File: src/rtl/galcounter_ctrl_if.sv
// galcounter_ctrl_if: requester-side Req/Cmd/Arg -> Grant/Done handshake bundle for galcounter_ctrl.
interface galcounter_ctrl_if #(
  parameter int NREQ = 2,
  parameter int WIDTH = 4
);
  logic [NREQ-1:0]       Req;
  logic [2*NREQ-1:0]     Cmd;
  logic [WIDTH*NREQ-1:0] Arg;
  logic [NREQ-1:0]       Grant;
  logic [NREQ-1:0]       Done;
  modport master (output Req, Cmd, Arg, input Grant, Done);
  modport slave (input Req, Cmd, Arg, output Grant, Done);
endinterface

File: src/rtl/galcounter_ctrl.sv
// galcounter_ctrl: round-robin command sequencer sharing one GAL counter among NREQ requesters.
// Define GALCTRL_WRAP_STOP_EN to stop COUNT at all-ones and flag Ovf instead of wrapping.
module galcounter_ctrl #(
  parameter int NREQ = 2,
  parameter int WIDTH = 4
) (
  input  logic             Clock,
  input  logic             nReset,
  galcounter_ctrl_if.slave bus,
  output logic             Busy,
  output logic             Set,
  output logic             Clear,
  output logic             OE,
  output logic [WIDTH-1:0] D,
  input  logic [WIDTH-1:0] Q,
  output logic             Ovf
);
  localparam int IW = (NREQ > 1) ? $clog2(NREQ) : 1;
  typedef enum logic [1:0] {IDLE, EXEC, DONE} state_t;
  state_t state;
  logic [NREQ-1:0] grant, done, onehot;
  logic [IW-1:0] last, pick, idx;
  logic found, oe_r, ovf;
  logic [1:0] cmd, pick_cmd;
  logic [WIDTH-1:0] rem, pick_arg;
  assign bus.Grant = grant;
  assign bus.Done = done;
  assign Ovf = ovf;
  assign onehot = NREQ'(1) << pick;
  assign pick_cmd = 2'(bus.Cmd >> (2 * pick));
  assign pick_arg = WIDTH'(bus.Arg >> (WIDTH * pick));
`ifdef GALCTRL_WRAP_STOP_EN
  assign OE = oe_r | (&Q);
`else
  logic unused_q;
  assign OE = oe_r;
  assign unused_q = ^Q;
`endif
  // first requester after the last winner, wrapping
  always_comb begin
    pick = last;
    found = 1'b0;
    idx = last;
    for (int k = 1; k <= NREQ; k++) begin
      idx = IW'((int'(last) + k) % NREQ);
      if (!found && bus.Req[idx]) begin
        pick = idx;
        found = 1'b1;
      end
    end
  end
  always_ff @(posedge Clock or negedge nReset) begin
    if (!nReset) begin
      state <= IDLE;
      grant <= '0;
      done <= '0;
      Busy <= 1'b0;
      Set <= 1'b0;
      Clear <= 1'b0;
      oe_r <= 1'b1;
      D <= '0;
      ovf <= 1'b0;
      last <= IW'(NREQ - 1);
      cmd <= 2'b00;
      rem <= '0;
    end else begin
      case (state)
        IDLE: if (found) begin
          last <= pick;
          grant <= onehot;
          Busy <= 1'b1;
          cmd <= pick_cmd;
          rem <= pick_arg;
          if (pick_cmd == 2'b01) begin
            Set <= 1'b1;
            D <= pick_arg;
            state <= EXEC;
          end else if (pick_cmd == 2'b10) begin
            Clear <= 1'b1;
            state <= EXEC;
          end else if (pick_cmd == 2'b11 && pick_arg != '0) begin
            oe_r <= 1'b0;
            state <= EXEC;
          end else begin
            done <= onehot;
            state <= DONE;
          end
        end
        EXEC: begin
          if (cmd != 2'b11) begin
            Set <= 1'b0;
            Clear <= 1'b0;
            done <= grant;
            state <= DONE;
          end
`ifdef GALCTRL_WRAP_STOP_EN
          else if (&Q) begin
            oe_r <= 1'b1;
            ovf <= 1'b1;
            done <= grant;
            state <= DONE;
          end
`endif
          else begin
            rem <= rem - WIDTH'(1);
            if (rem == WIDTH'(1)) begin
              oe_r <= 1'b1;
              done <= grant;
              state <= DONE;
            end
          end
        end
        DONE: begin
          grant <= '0;
          done <= '0;
          Busy <= 1'b0;
          ovf <= 1'b0;
          state <= IDLE;
        end
        default: state <= IDLE;
      endcase
    end
  end
endmodule

File: src/flat_wrapper.sv
// flat-port wrapper written by rule: the top's interface ports become plain ports
module galcounter_ctrl_flat 
#(
  parameter int NREQ = 2,
  parameter int WIDTH = 4
)
  (Clock, nReset, Busy, Set, Clear, OE, D, Q, Ovf, bus_Req, bus_Cmd, bus_Arg, bus_Grant, bus_Done);
  galcounter_ctrl_if #(.NREQ(NREQ), .WIDTH(WIDTH)) bus_i ();
  input  logic Clock;
  input  logic nReset;
  output logic Busy;
  output logic Set;
  output logic Clear;
  output logic OE;
  output logic [WIDTH-1:0] D;
  input  logic [WIDTH-1:0] Q;
  output logic Ovf;
  input wire logic [$bits(bus_i.Req)-1:0] bus_Req;
  input wire logic [$bits(bus_i.Cmd)-1:0] bus_Cmd;
  input wire logic [$bits(bus_i.Arg)-1:0] bus_Arg;
  output wire logic [$bits(bus_i.Grant)-1:0] bus_Grant;
  output wire logic [$bits(bus_i.Done)-1:0] bus_Done;
  assign bus_i.Req = bus_Req;
  assign bus_i.Cmd = bus_Cmd;
  assign bus_i.Arg = bus_Arg;
  assign bus_Grant = bus_i.Grant;
  assign bus_Done = bus_i.Done;
  galcounter_ctrl #(.NREQ(NREQ), .WIDTH(WIDTH)) u_core (.Clock(Clock), .nReset(nReset), .bus(bus_i), .Busy(Busy), .Set(Set), .Clear(Clear), .OE(OE), .D(D), .Q(Q), .Ovf(Ovf));
endmodule
File: config.mk
export PLATFORM = sky130hd
export DESIGN_NAME = galcounter_ctrl_flat
export DESIGN_NICKNAME = d
export VERILOG_FILES = /design/src/rtl/galcounter_ctrl_if.sv /design/src/rtl/galcounter_ctrl.sv /design/src/flat_wrapper.sv
export SDC_FILE = /design/constraint.sdc
export NUM_CORES = 1
export LEC_CHECK = 0
export ABC_AREA = 0
export CAP_MARGIN = 20
export CORE_ASPECT_RATIO = 0.9
export CORE_MARGIN = 5
export CORE_UTILIZATION = 44
export DETAILED_ROUTE_END_ITERATION = 6
export PLACE_DENSITY = 0.75
export RECOVER_POWER = 25
export SETUP_SLACK_MARGIN = 0.5
export SYNTH_ARGS = -nofsm -noshare
export SYNTH_HDL_FRONTEND = slang
export SYNTH_SLANG_ARGS = --single-unit
File: constraint.sdc
create_clock -name Clock -period 2 [get_ports Clock]
set_input_delay 0.4 -clock Clock [delete_from_list [all_inputs] [get_ports Clock]]
set_output_delay 0.4 -clock Clock [all_outputs]
set_load 0.1 [all_outputs]
* Yosys cells after proc, flatten, opt, wreduce, memory -nomap -nowiden
Index checks and enable logic that the tools add are counted.
** Word-level totals
- Register bits :: 21
- Input port bits :: 20
- Output and inout port bits :: 13
- Logic and storage cells :: 98
** Cells by class
- Add/subtract/negate cells :: 3
- $lt $le $gt $ge :: 2
- Equality and inequality tests :: 18
- Shift operators :: 3
- Mux-type cells :: 44
- Reduce and logical (&&, ||, !) cells :: 17
** Operators with widths (count)
- 2-bit two-way mux :: 13
- 1-bit two-way mux :: 21
- 2-bit by 1-bit != test with 1-bit output, second input constant :: 6
- 2-bit != test, second input constant :: 5
- 4-bit two-way mux :: 2
- 1-bit one-hot mux with 2 select lines :: 4
- 2-bit one-hot mux with 2 select lines :: 2
- 4-bit one-hot mux with 2 select lines :: 1
- 8-bit by 3-bit >> shifter with 4-bit output :: 1
- 7-bit AND reduction :: 1
- 2-bit == test, second input constant :: 3
- 2-bit one-hot mux with 3 select lines :: 1
- 2-bit AND reduction :: 3
- 3-bit AND reduction :: 2
- 6-bit AND reduction :: 1
- 5-bit AND reduction :: 1
- 2-bit by 1-bit == test with 1-bit output, second input constant :: 2
- 4-bit by 1-bit == test with 1-bit output, second input constant :: 1
- 1-bit by 2-bit < comparator with 1-bit output, second input constant :: 2
- 4-bit AND reduction :: 1
- 2-bit nonzero test :: 2
- 4-bit nonzero test :: 1
- 4-bit by 2-bit >> shifter with 2-bit output :: 1
- 4-bit by 1-bit subtractor with 4-bit output, second input constant :: 1
- other kinds (7) :: 9

* Longest topological paths before layout
Gate-level depths: netlist of the first run.
- Depth after elaboration :: 15
- Mapped depth :: 8
- Mapped depth without buffers :: 7

* Worst setup path before layout of the first run
OpenSTA, ideal clock, no wires.
- Path kind :: reg-to-reg
- Start :: register u_core.state[0]
- End :: register u_core.done[0] (netlist: u_core.bus.Done[0])
- Library setup time :: 0.128 ns
- Data arrival time :: 2.031 ns
- Required time :: 1.872 ns
- Setup slack :: -0.159 ns
- Cell stages (with the launch flop) :: 8
- Path buffers :: 1
- Clock period less this slack :: 2.159 ns
- Path through :: dfrtp_1 -> inv_1 -> ha_1 -> clkbuf_1 -> nor3b_1 -> or3_2 -> a311o_2 -> mux2_1
** Between the ends
- Longest elaborated chain between the ends :: 3
- Elaborated cells on any way between the ends :: 11
- Those cells by class :: 7 x eq/ne; 1 x mux; 3 x reduce/logical
** RTL lines
- start: declaration :: line galcounter_ctrl.sv:20 : state_t state;
- start signal: assignment :: line galcounter_ctrl.sv:54 : state <= IDLE;
- start signal: assignment :: line galcounter_ctrl.sv:77 : state <= EXEC;
- start signal: assignment :: line galcounter_ctrl.sv:80 : state <= EXEC;
- 2-bit by 1-bit == test with 1-bit output, or another cell as far along :: line galcounter_ctrl.sv:67 : case (state)
- 3-bit by 1-bit != test with 1-bit output (no source line), or another cell as far along
- 6-bit AND reduction (no source line)
- end signal: assignment :: line galcounter_ctrl.sv:85 : done <= onehot;
- end signal: assignment :: line galcounter_ctrl.sv:93 : done <= grant;
- end signal: assignment :: line galcounter_ctrl.sv:108 : done <= grant;
- end: declaration :: line galcounter_ctrl.sv:21 : logic [NREQ-1:0] grant, done, onehot;
Parallel ways exist; a longest one is shown, timed or not.
A chain may end at the register's enable or synchronous reset.

* Final worst setup path of the first run
- Start :: register u_core.last
- End :: register u_core.done[1] (netlist: u_core.bus.Done[1])
** Between the ends
- Longest elaborated chain between the ends :: 13
- Elaborated cells on any way between the ends :: 30
- Those cells by class :: 2 x add/sub; 7 x eq/ne; 3 x shift; 13 x mux; 5 x reduce/logical
** RTL lines
- start: declaration :: line galcounter_ctrl.sv:22 : logic [IW-1:0] last, pick, idx;
- start signal: assignment :: line galcounter_ctrl.sv:63 : last <= IW'(NREQ - 1);
- start signal: assignment :: line galcounter_ctrl.sv:69 : last <= pick;
- branches (longest 13 deep; another with 1-bit adder)
Parallel ways; which one is timed is not known. The select of a mux whose other input is x is not followed.

==> reports/metrics.cfg, run 1 <==
[logic_synthesis]
syn_avg_cell_area_um2 = 9.02
ys_async_sr_fraction_pct = 100
ys_warn_count = 0
synth_mux_area_share_pct = 9.64
yosysUniqueCellTypes = 49
synthXorXnorAreaFrac_pct = 0
syn_area_um2 = 1390
synth-seq-cells = 21
dominantRegCellSynth = dfrtp_1
synth_compound_area_share_pct = 21.4
synthesis.instances = 154
synth_adder_area_share_pct = 5.41
synth_nets = 180
yosysSeqAreaShare_pct = 38.0
synth_simple_gate_area_share_pct = 20.8
synth_top_family_by_area = compound AO/OA/AOI/OAI gates
synth_edf_count = 0

[timing]
max_slew.worst_pin.slew_ps = 1210
timing.final.crit_share_pct = 98.8
fin_setup_tns_ps = 0
fmax_mhz = 506
setup_viol = 0
slew-limit-headroom_pct = 19.5
finalMaxSlewViolations = 0
skew_ps = 11.9
min_period_ps = 1980
rsz0062_at_grt = true
hold_viol_final = 0
holdWs_ps = 531

[clock_network]
ctsHtreeMaxLevel = 1
numCtsBuffers = 3
tritoncts = yes
insertion_delay_ps = 320
clockRootBuffer = clkbuf_4
cts.sinks = 21
clk_pin_slew_ps = 130
clock_path_buffers = 2
cts_hold_buffers = 0

[power_and_ir_drop]
power.share.combinational_pct = 74.4
seqPwrFrac_pct = 20.3
p_leak_nw = 1.01
power.share.switching_pct = 52.4
p_switching_w = 0.00220
internal-power_w = 0.00199
power.share.clock_pct = 5.3
ir_worst_vdd_v = 0.000962
total_power_w = 0.00419
power.density_nw_per_um2 = 1800

[global_route]
grtUsageMet3_pct = 2.86
first_global_vias = 1445
grt_use_met2_pct = 35.0
met1_usage_pct = 23.3
grt_usage_pct = 19.5
grt_remaining_overflow = 0
grt_busiest_layer = met2
grt_pass1_wl_mm = 6.95
antenna_found_initial = 0
grt_max_degree = 22

[drt]
drtIter0Drc = 109
via_per_inst = 5.86
drt_first_pass_iters = 4
wl_per_cell_um = 18.7
vias = 1541
wl_mm = 4.91
ant_nets = 0
drcViolationCount = 0

[layout]
area_growth_syn_to_layout_pct = 67.4
final_core_util_pct = 76.4
nets = 248
drive_above_1_share_pct = 48.9
antenna_cells = 0
fillers = 217

[setup_path]
ff2ff_path_depth = 6
crit_arrival_ps = 2190
worstPathMaxFanout = 5
critPathLaunchType = flip-flop
r2r_start = u_core.last
startpoint = u_core.last
path_class = reg2reg
r2r-end = u_core.bus.Done[1]
cp-end-kind = flip-flop
cp_data_required_time_ps = 2210
r2r_slack_ps = 20

[placed_design]
portBuffers = 27
place.gp.congestion = 0.848
dp.final_hpwl_mm = 3.07

[outcome]
outcome = completed

[flow_run]
drv_cap = 0

[floorplanning]
coreArea_um2 = 3040
pin_count = 33
fp.dieW_um = 69.2
initial_core_util_pct = 45.6
die_area_um2 = 4380
num_rows = 19
die_h_um = 63.3

[worst_hold_path]
hold_path_end = u_core.last
worstHoldPathType = in2reg
whs_path_depth = 3
worstHoldStart = bus_Req[0]

[per-stage QoR]
stage	instance area (um2)	instances	setup WS, ps
floorplan	1450	154	-47.5
global placement	1940	248	-466
detailed placement	1940	248	-458
CTS	2110	255	34.5
global route	2320	263	-15.8
finish	2320	263	23.8
[area by class of cell]
type / instances / area, um2 / area share, %
clock buffer: 3 / 22.5 / 0.969
multi-input combinational: 120 / 1080 / 46.5
clock inverter: 1 / 5.00 / 0.215
timing repair buffer: 69 / 608 / 26.2
tap: 42 / 52.6 / 2.26
inverter: 7 / 26.3 / 1.13
sequential: 21 / 529 / 22.8
[critical path, cell delays in order (launching register included)]
cell     delay [ps]
dfstp_2         590
buf_6           120
nand2_8          70
nand2_8          70
mux2_4          310
a311o_2         400
mux2_4          300
[cell families after synthesis]
group / Yosys count
flops: 21
fa+ha+maj: 6
other cells: 1
mux: 12
buf+inv: 13
compound gates: 47
simple gates: 54
[placed cells by master (no fill, tap or decap), types with 3 or more instances in the layout]
cell,netlist,routed
buf_4,1,43
dfrtp_1,19,18
a21oi_1,13,11
nand2_1,13,11
o21ai_0,16,9
nor2_1,11,8
mux2_4,1,7
buf_6,1,7
dlygate4sd2_1,0,6
inv_1,7,5
o21ai_1,1,5
nand3_1,8,5
clkdlybuf4s50_1,0,5
nor2_4,0,3
o21ai_2,0,3
ha_4,0,3
ha_1,6,3
clkbuf_4,0,3
buf_12,0,3
[power groups by stage]
stage | Sequential (W) | Combinational, W | Clock, W
finish | 0.000849 | 0.00312 | 0.000223
global route | 0.000878 | 0.00328 | 0.000241
CTS | 0.000827 | 0.00269 | 0.000222
detailed placement | 0.000829 | 0.00252 | 0
global placement | 0.000815 | 0.00248 | 0
floorplan | 0.00160 | 0.00101 | 0
[synth_stat cells, types with 2 or more instances]
library cell	count	area share [%]
nand3_1	8	2.9
o311a_1	2	1.4
mux2_1	2	1.6
nand2_1	13	3.5
dfrtp_1	19	34
nor4_1	3	1.4
nor2_1	11	3.0
mux2i_1	4	2.9
dfstp_2	2	3.8
a21oi_1	13	4.7
ha_1	6	5.4
mux2_2	5	4.1
a22o_1	2	1.3
o22ai_1	2	0.90
inv_1	7	1.9
nor2b_1	3	1.4
nand3b_1	2	1.1
clkbuf_1	3	0.81
o21ai_0	16	5.8
o2bb2ai_1	2	1.3
[metal layers]
metal / vias to the layer above / part of all wire [%]
met5: - / 0
met4: 0 / 2.9
met1: 759 / 41
met2: 62 / 51
li1: 706 / -
met3: 14 / 5.0
[flip-flops by register name, indices dropped and copies added, names as in the netlist]
register,cells
u_core.Busy,1
u_core.Clear,1
u_core.rem,4
u_core.bus.Done,2
u_core.Set,1
u_core.cmd,2
u_core.OE,1
u_core.bus.Grant,2
u_core.state,2
u_core.last,1
u_core.D,4
[worst max-delay path by stage]
stage	to	slack (ps)	depth (start not counted)
global route	u_core.bus.Done[1]	-20	6
detailed placement	u_core.bus.Done[1]	-460	6
finish	u_core.bus.Done[1]	20	6
CTS	u_core.bus.Done[1]	30	6
floorplan	u_core.bus.Done[0]	-50	7
global placement	u_core.bus.Done[0]	-470	6
[timing repair]
item | 4_1_cts | 5_1_grt
resized for setup | 33 | 42
pin swaps | 10 | 10
endpoints found under the setup margin | 19 | 22
setup buffers | 3 | 8
No activity file was read; power rests on OpenSTA's default activity.
==> run 2: changes to the inputs <==
--- a/config.mk
+++ b/config.mk
@@ -9,9 +9,10 @@
 export CAP_MARGIN = 20
 export CORE_ASPECT_RATIO = 0.9
 export CORE_MARGIN = 5
-export CORE_UTILIZATION = 44
+export CORE_UTILIZATION = 56
 export DETAILED_ROUTE_END_ITERATION = 6
-export PLACE_DENSITY = 0.75
+export DONT_BUFFER_PORTS = 1
+export PLACE_DENSITY = 0.85
 export RECOVER_POWER = 25
 export SETUP_SLACK_MARGIN = 0.5
 export SYNTH_ARGS = -nofsm -noshare
==> run 2 against run 1 <==
Global-route usage up 3.0 points. Utilization up 7.0 points. Design area down 14%. Non-clock buffer count down 30. Worst hold slack worse by 320 ps. Sequential share of layout area up 4.0 points. Clock skew down 3.1 ps. Critical path depth up 1. Count of clock-buffer cells in the layout up 1. Critical path type unchanged.
==> reports/metrics.cfg, run 2 (synthesis gave the netlist of run 1 again) <==
[flow_run]
drv_cap = 0  ; unchanged

[drt]
drtIter0Drc = 119  ; was 109
vias = 1491  ; was 1541
via_per_inst = 6.81  ; was 5.86
ant_nets = 0  ; unchanged
drcViolationCount = 0  ; unchanged
wl_mm = 5.04  ; was 4.91 mm
drt_first_pass_iters = 5  ; was 4
wl_per_cell_um = 23.0  ; was 18.7 um

[floorplanning]
die_area_um2 = 3580  ; was 4380 um2
die_h_um = 57.2  ; was 63.3 um
initial_core_util_pct = 57.8  ; was 45.6%
fp.dieW_um = 62.5  ; was 69.2 um
pin_count = 33  ; unchanged
coreArea_um2 = 2400  ; was 3040 um2
num_rows = 17  ; was 19

[setup_path]
path_class = reg2reg  ; unchanged
crit_arrival_ps = 2220  ; was 2190 ps
worstPathMaxFanout = 3  ; was 5
cp-end-kind = flip-flop  ; unchanged
cp_data_required_time_ps = 2220  ; was 2210 ps
critPathLaunchType = flip-flop  ; unchanged

[outcome]
outcome = completed  ; unchanged

[global_route]
grt_pass1_wl_mm = 6.51  ; was 6.95 mm
grt_max_degree = 22  ; unchanged
antenna_found_initial = 0  ; unchanged
grt_remaining_overflow = 0  ; unchanged
grt_usage_pct = 22.4  ; was 19.5%
first_global_vias = 1400  ; was 1445

[clock_network]
ctsHtreeMaxLevel = 1  ; unchanged
clockRootBuffer = clkbuf_4  ; unchanged
clk_pin_slew_ps = 130  ; about the same
cts.sinks = 21  ; unchanged
tritoncts = yes  ; unchanged
clock_path_buffers = 2  ; unchanged
numCtsBuffers = 3  ; unchanged
insertion_delay_ps = 330  ; was 320 ps

[timing]
rsz0062_at_grt = true  ; unchanged
finalMaxSlewViolations = 0  ; unchanged
fmax_mhz = 500  ; was 506 MHz
min_period_ps = 2000  ; was 1980 ps
skew_ps = 8.79  ; was 11.9 ps
max_slew.worst_pin.slew_ps = 969  ; was 1210 ps
hold_viol_final = 0  ; unchanged
worst_slack_ps = 0.126  ; was 23.8 ps
timing.final.crit_share_pct = 100  ; was 98.8%
setup_viol = 0  ; unchanged
slew-limit-headroom_pct = 35.2  ; was 19.5%

[placed_design]
dp.final_hpwl_mm = 2.77  ; was 3.07 mm
pre_cts_ws_ps = -68.7  ; was -458 ps
place.gp.congestion = 0.991  ; was 0.848
placed_cell_area_um2 = 1620  ; was 1940 um2
portBuffers = 0  ; was 27

[layout]
final_common_cell = buf_4  ; unchanged
layout_common_cells = buf_4 (22), dfrtp_1 (15), nand2_1 (12)  ; was buf_4 (43), dfrtp_1 (18), a21oi_1 (11), nand2_1 (11), o21ai_0 (9)
nets = 218  ; was 248
antenna_cells = 0  ; unchanged
area_growth_syn_to_layout_pct = 44.4  ; was 67.4%
top_regs = u_core.D (4), u_core.rem (4)  ; unchanged
drive_above_1_share_pct = 49.2  ; was 48.9%
fin_area_um2 = 2010  ; was 2320 um2

[worst_hold_path]
worstHoldPathType = in2reg  ; unchanged

## run 2: cell count changes in the layout (fill, tap and decap cells not counted), sizes merged
cell,before,now
dlygate4sd2,6,0
clkdlybuf4s50,5,0
clkbuf,5,10
dlymetal6s2s,2,0
buf,53,32
clkinv,1,0
## run 2: critical path, stage by stage (launching register included)
cell     delay, ps
dfrtp_1        410
inv_2           90
ha_4           170
nand3_2         90
a21oi_1         80
or3_4          370
a311o_2        380
mux2_4         310
## run 2: cell type report
cell class	count	area, um2
repair buffers	39	325
multi-input cells	120	1060
flip-flops and latches	21	537
clock buffers	4	26.3
fillers	125	398
inverters	7	26.3
well taps	28	35.0
## run 2: final timing paths
kind	from	depth (start not counted)	end	slack [ps]
setup / recovery	u_core.state[1]	7	u_core.bus.Done[1]	0.1
hold / removal	bus_Req[1]	2	u_core.last	210
setup reg to reg	u_core.state[1]	7	u_core.bus.Done[1]	0.1
hold reg to reg	u_core.bus.Grant[0]	1	u_core.bus.Grant[0]	630
max in group asynchronous	nReset	1	u_core.state[0]	690
min in group asynchronous	nReset	1	u_core.D[3]	660
## run 2: what timing repair did
item,4_1_cts,5_1_grt
buffers inserted,6,8
endpoints found under the setup margin,24,21
hold buffers,1,0
pin swaps,10,9
hold endpoints to repair,21,0
gates resized for setup,32,34
## run 2: through the flow
stage	hold WS, ps	utilization, %	setup TNS, ps	instances
after global placement	105	67.5	-33.3	200
after detailed placement	105	67.5	-129	200
after global routing	215	83.4	-70.4	219
after CTS	229	75.2	0	211
after floorplan	104	-	-95.0	154
final	211	83.4	0	219
## run 2: per-layer routing
metal,global-route usage [%],vias up,share of wire (%)
met5,0,-,0
li1,-,638,-
met1,27.3,731,38
met4,4.85,0,2.6
met3,5.71,18,8.7
met2,40.1,104,50
Power of run 2 is not shown: default switching activity piles up to over one toggle a cycle in this logic, so the estimate is an artifact.
==> run 3: changes to the inputs <==
--- a/config.mk
+++ b/config.mk
@@ -9,10 +9,10 @@
 export CAP_MARGIN = 20
 export CORE_ASPECT_RATIO = 0.9
 export CORE_MARGIN = 5
-export CORE_UTILIZATION = 56
+export CORE_UTILIZATION = 62
 export DETAILED_ROUTE_END_ITERATION = 6
 export DONT_BUFFER_PORTS = 1
-export PLACE_DENSITY = 0.85
+export PLACE_DENSITY = 0.89
 export RECOVER_POWER = 25
 export SETUP_SLACK_MARGIN = 0.5
 export SYNTH_ARGS = -nofsm -noshare
==> constraint.sdc (replaced) <==
create_clock -name Clock -period 2.2 [get_ports Clock]
set_input_delay 0.44 -clock Clock [delete_from_list [all_inputs] [get_ports Clock]]
set_output_delay 0.44 -clock Clock [all_outputs]
set_load 0.1 [all_outputs]
==> run 3 against run 2 <==
Non-clock buffer count fell by 11. Count of clock-buffer cells in the layout fell by 1. Cell count fell by 5.5%. Sequential share of layout area rose by 2.5 points. Design area fell by 8.2%. Routed wire length fell by 6.4%. Critical path depth did not move. Setup slack improved by 210 ps. Die area fell by 8.1%. Global-route usage rose by 3.6 points. Worst hold slack improved by 45 ps. Largest cell class unchanged. Highest routed layer unchanged.
==> reports/metrics.cfg, run 3 (synthesis gave the netlist of run 1 again) <==
[outcome]
outcome = completed  ; unchanged

[drt]
wl_mm = 4.71  ; was 5.04 mm
wl_per_cell_um = 22.8  ; was 23.0 um
vias = 1473  ; was 1491
ant_nets = 0  ; unchanged
drt_first_pass_iters = 4  ; was 5
drtIter0Drc = 136  ; was 119
drcViolationCount = 0  ; unchanged
via_per_inst = 7.12  ; was 6.81

[layout]
top_regs = u_core.D (4), u_core.rem (4)  ; unchanged
area_growth_syn_to_layout_pct = 32.5  ; was 44.4%
layout_common_cells = buf_4 (17), o21ai_0 (12), nand2_1 (12)  ; was buf_4 (22), dfrtp_1 (15), nand2_1 (12)
antenna_cells = 0  ; unchanged
drive_above_1_share_pct = 45.0  ; was 49.2%
final_common_cell = buf_4  ; unchanged
nets = 207  ; was 218

[clock_network]
ctsHtreeMaxLevel = 1  ; unchanged
clk_pin_slew_ps = 140  ; was 130 ps
tritoncts = yes  ; unchanged
clockRootBuffer = clkbuf_4  ; unchanged
cts.sinks = 21  ; unchanged
clock_path_buffers = 2  ; unchanged
insertion_delay_ps = 320  ; was 330 ps
numCtsBuffers = 3  ; unchanged

[timing]
fin_setup_tns_ps = 0  ; unchanged
timing.final.crit_share_pct = 90.5  ; was 100%
fmax_mhz = 502  ; was 500 MHz
max_slew.worst_pin.slew_ps = 973  ; was 969 ps
skew_ps = 15.3  ; was 8.79 ps
rsz0062_at_grt = true  ; unchanged
hold_viol_final = 0  ; unchanged
setup_viol = 0  ; unchanged
slew-limit-headroom_pct = 34.9  ; was 35.2%
min_period_ps = 1990  ; was 2000 ps
finalMaxSlewViolations = 0  ; unchanged

[setup_path]
startpoint = u_core.state[1]  ; unchanged
worstPathMaxFanout = 4  ; was 3
crit_arrival_ps = 2220  ; about the same
ff2ff_path_depth = 7  ; unchanged
path_class = reg2reg  ; unchanged
cp-end-kind = flip-flop  ; unchanged
r2r_slack_ps = 210  ; was 0.1 ps
cp_top_family = compound AO/OA/AOI/OAI gates  ; unchanged
worstSetupEndpoint = u_core.bus.Done[1]  ; unchanged
cp_cell_sequence = inv_2 -> ha_4 -> nand3_4 -> a21oi_4 -> or3_4 -> a311o_2 -> mux2_4  ; was inv_2 -> ha_4 -> nand3_2 -> a21oi_1 -> or3_4 -> a311o_2 -> mux2_4
cp_num_cells = 7  ; unchanged
cpPeakStageDelay_ps = 410  ; about the same
cp_data_required_time_ps = 2430  ; was 2220 ps
r2r_start = u_core.state[1]  ; unchanged
path_buf_inv = 1  ; unchanged
critPathLaunchType = flip-flop  ; unchanged
slowest_stage = dfrtp_1  ; unchanged
r2r-end = u_core.bus.Done[1]  ; unchanged

[placed_design]
place.gp.congestion = 0.960  ; was 0.991
portBuffers = 0  ; unchanged
dp.final_hpwl_mm = 2.72  ; was 2.77 mm

[floorplanning]
pin_count = 33  ; unchanged
die_h_um = 54.9  ; was 57.2 um
num_rows = 16  ; was 17
initial_core_util_pct = 64.2  ; was 57.8%
fp.dieW_um = 59.9  ; was 62.5 um
coreArea_um2 = 2160  ; was 2400 um2
die_area_um2 = 3290  ; was 3580 um2

[flow_run]
drv_cap = 0  ; unchanged

[worst_hold_path]
worstHoldPathType = in2reg  ; unchanged
worstHoldStart = bus_Req[1]  ; unchanged

[global_route]
grt_pass1_wl_mm = 6.29  ; was 6.51 mm
first_global_vias = 1325  ; was 1400
grt_busiest_layer = met2  ; unchanged
grt_remaining_overflow = 0  ; unchanged
grtUsageMet3_pct = 6.73  ; was 5.71%
met1_usage_pct = 32.3  ; was 27.3%
grt_max_degree = 22  ; unchanged
grt_use_met2_pct = 43.3  ; was 40.1%
grt_usage_pct = 26.0  ; was 22.4%
antenna_found_initial = 0  ; unchanged

run 3: cell count changes in the layout (fill, tap and decap cells not counted), sizes merged:
cell    delta
buf        -9
clkinv     +1
clkbuf     -3
run 3: through the flow:
step | util (%) | instances | area, um2 | worst slack (ps) | hold WS [ps]
after floorplan | - | 154 | 1440 | 152 | 144
after global placement | 71.0 | 189 | 1540 | 146 | 145
after detailed placement | 71.0 | 189 | 1540 | 68.0 | 145
after CTS | 79.1 | 204 | 1710 | 264 | 254
after global routing | 85.1 | 207 | 1840 | 188 | 270
final | 85.1 | 207 | 1840 | 209 | 256
run 3: worst register-to-register path, cell delays in order, from the launching register on:
cell,delay [ps]
dfrtp_1,410
inv_2,90
ha_4,180
nand3_4,110
a21oi_4,60
or3_4,330
a311o_2,400
mux2_4,300
run 3: timing repair:
item	4_1_cts	5_1_grt
endpoints found under the setup margin	22	17
cloned	0	0
hold buffers	1	0
pin swaps	6	12
hold endpoints to repair	21	0
gates resized for setup	25	28
buffers inserted	10	3
run 3: worst min-delay path by stage:
stage             endpoint  slack (ps)  cells after the start
2_1_floorplan  u_core.Busy         140                      0
3_3_place_gp   u_core.Busy         150                      0
3_5_place_dp   u_core.Busy         140                      0
4_1_cts        u_core.last         250                      2
5_1_grt        u_core.last         270                      2
6_report       u_core.last         260                      2
run 3: metal layers:
layer  wire, um  vias to the layer above  share of wire, %
li1           -                      619                 -
met1       1810                      707                38
met2       2240                      123                48
met3        492                       24                10
met4        170                        0               3.6
met5          0                        -                 0
run 3: area by class of cell:
cell class	instances	area [um2]
Clock buffer	3	22.5
Timing Repair Buffer	28	233
Clock inverter	1	5.00
Sequential cell	21	538
Fill cell	97	322
Multi-Input combinational cell	120	982
Inverter	7	26.3
Tap cell	27	33.8
Power of run 3 is left out for the same reason.
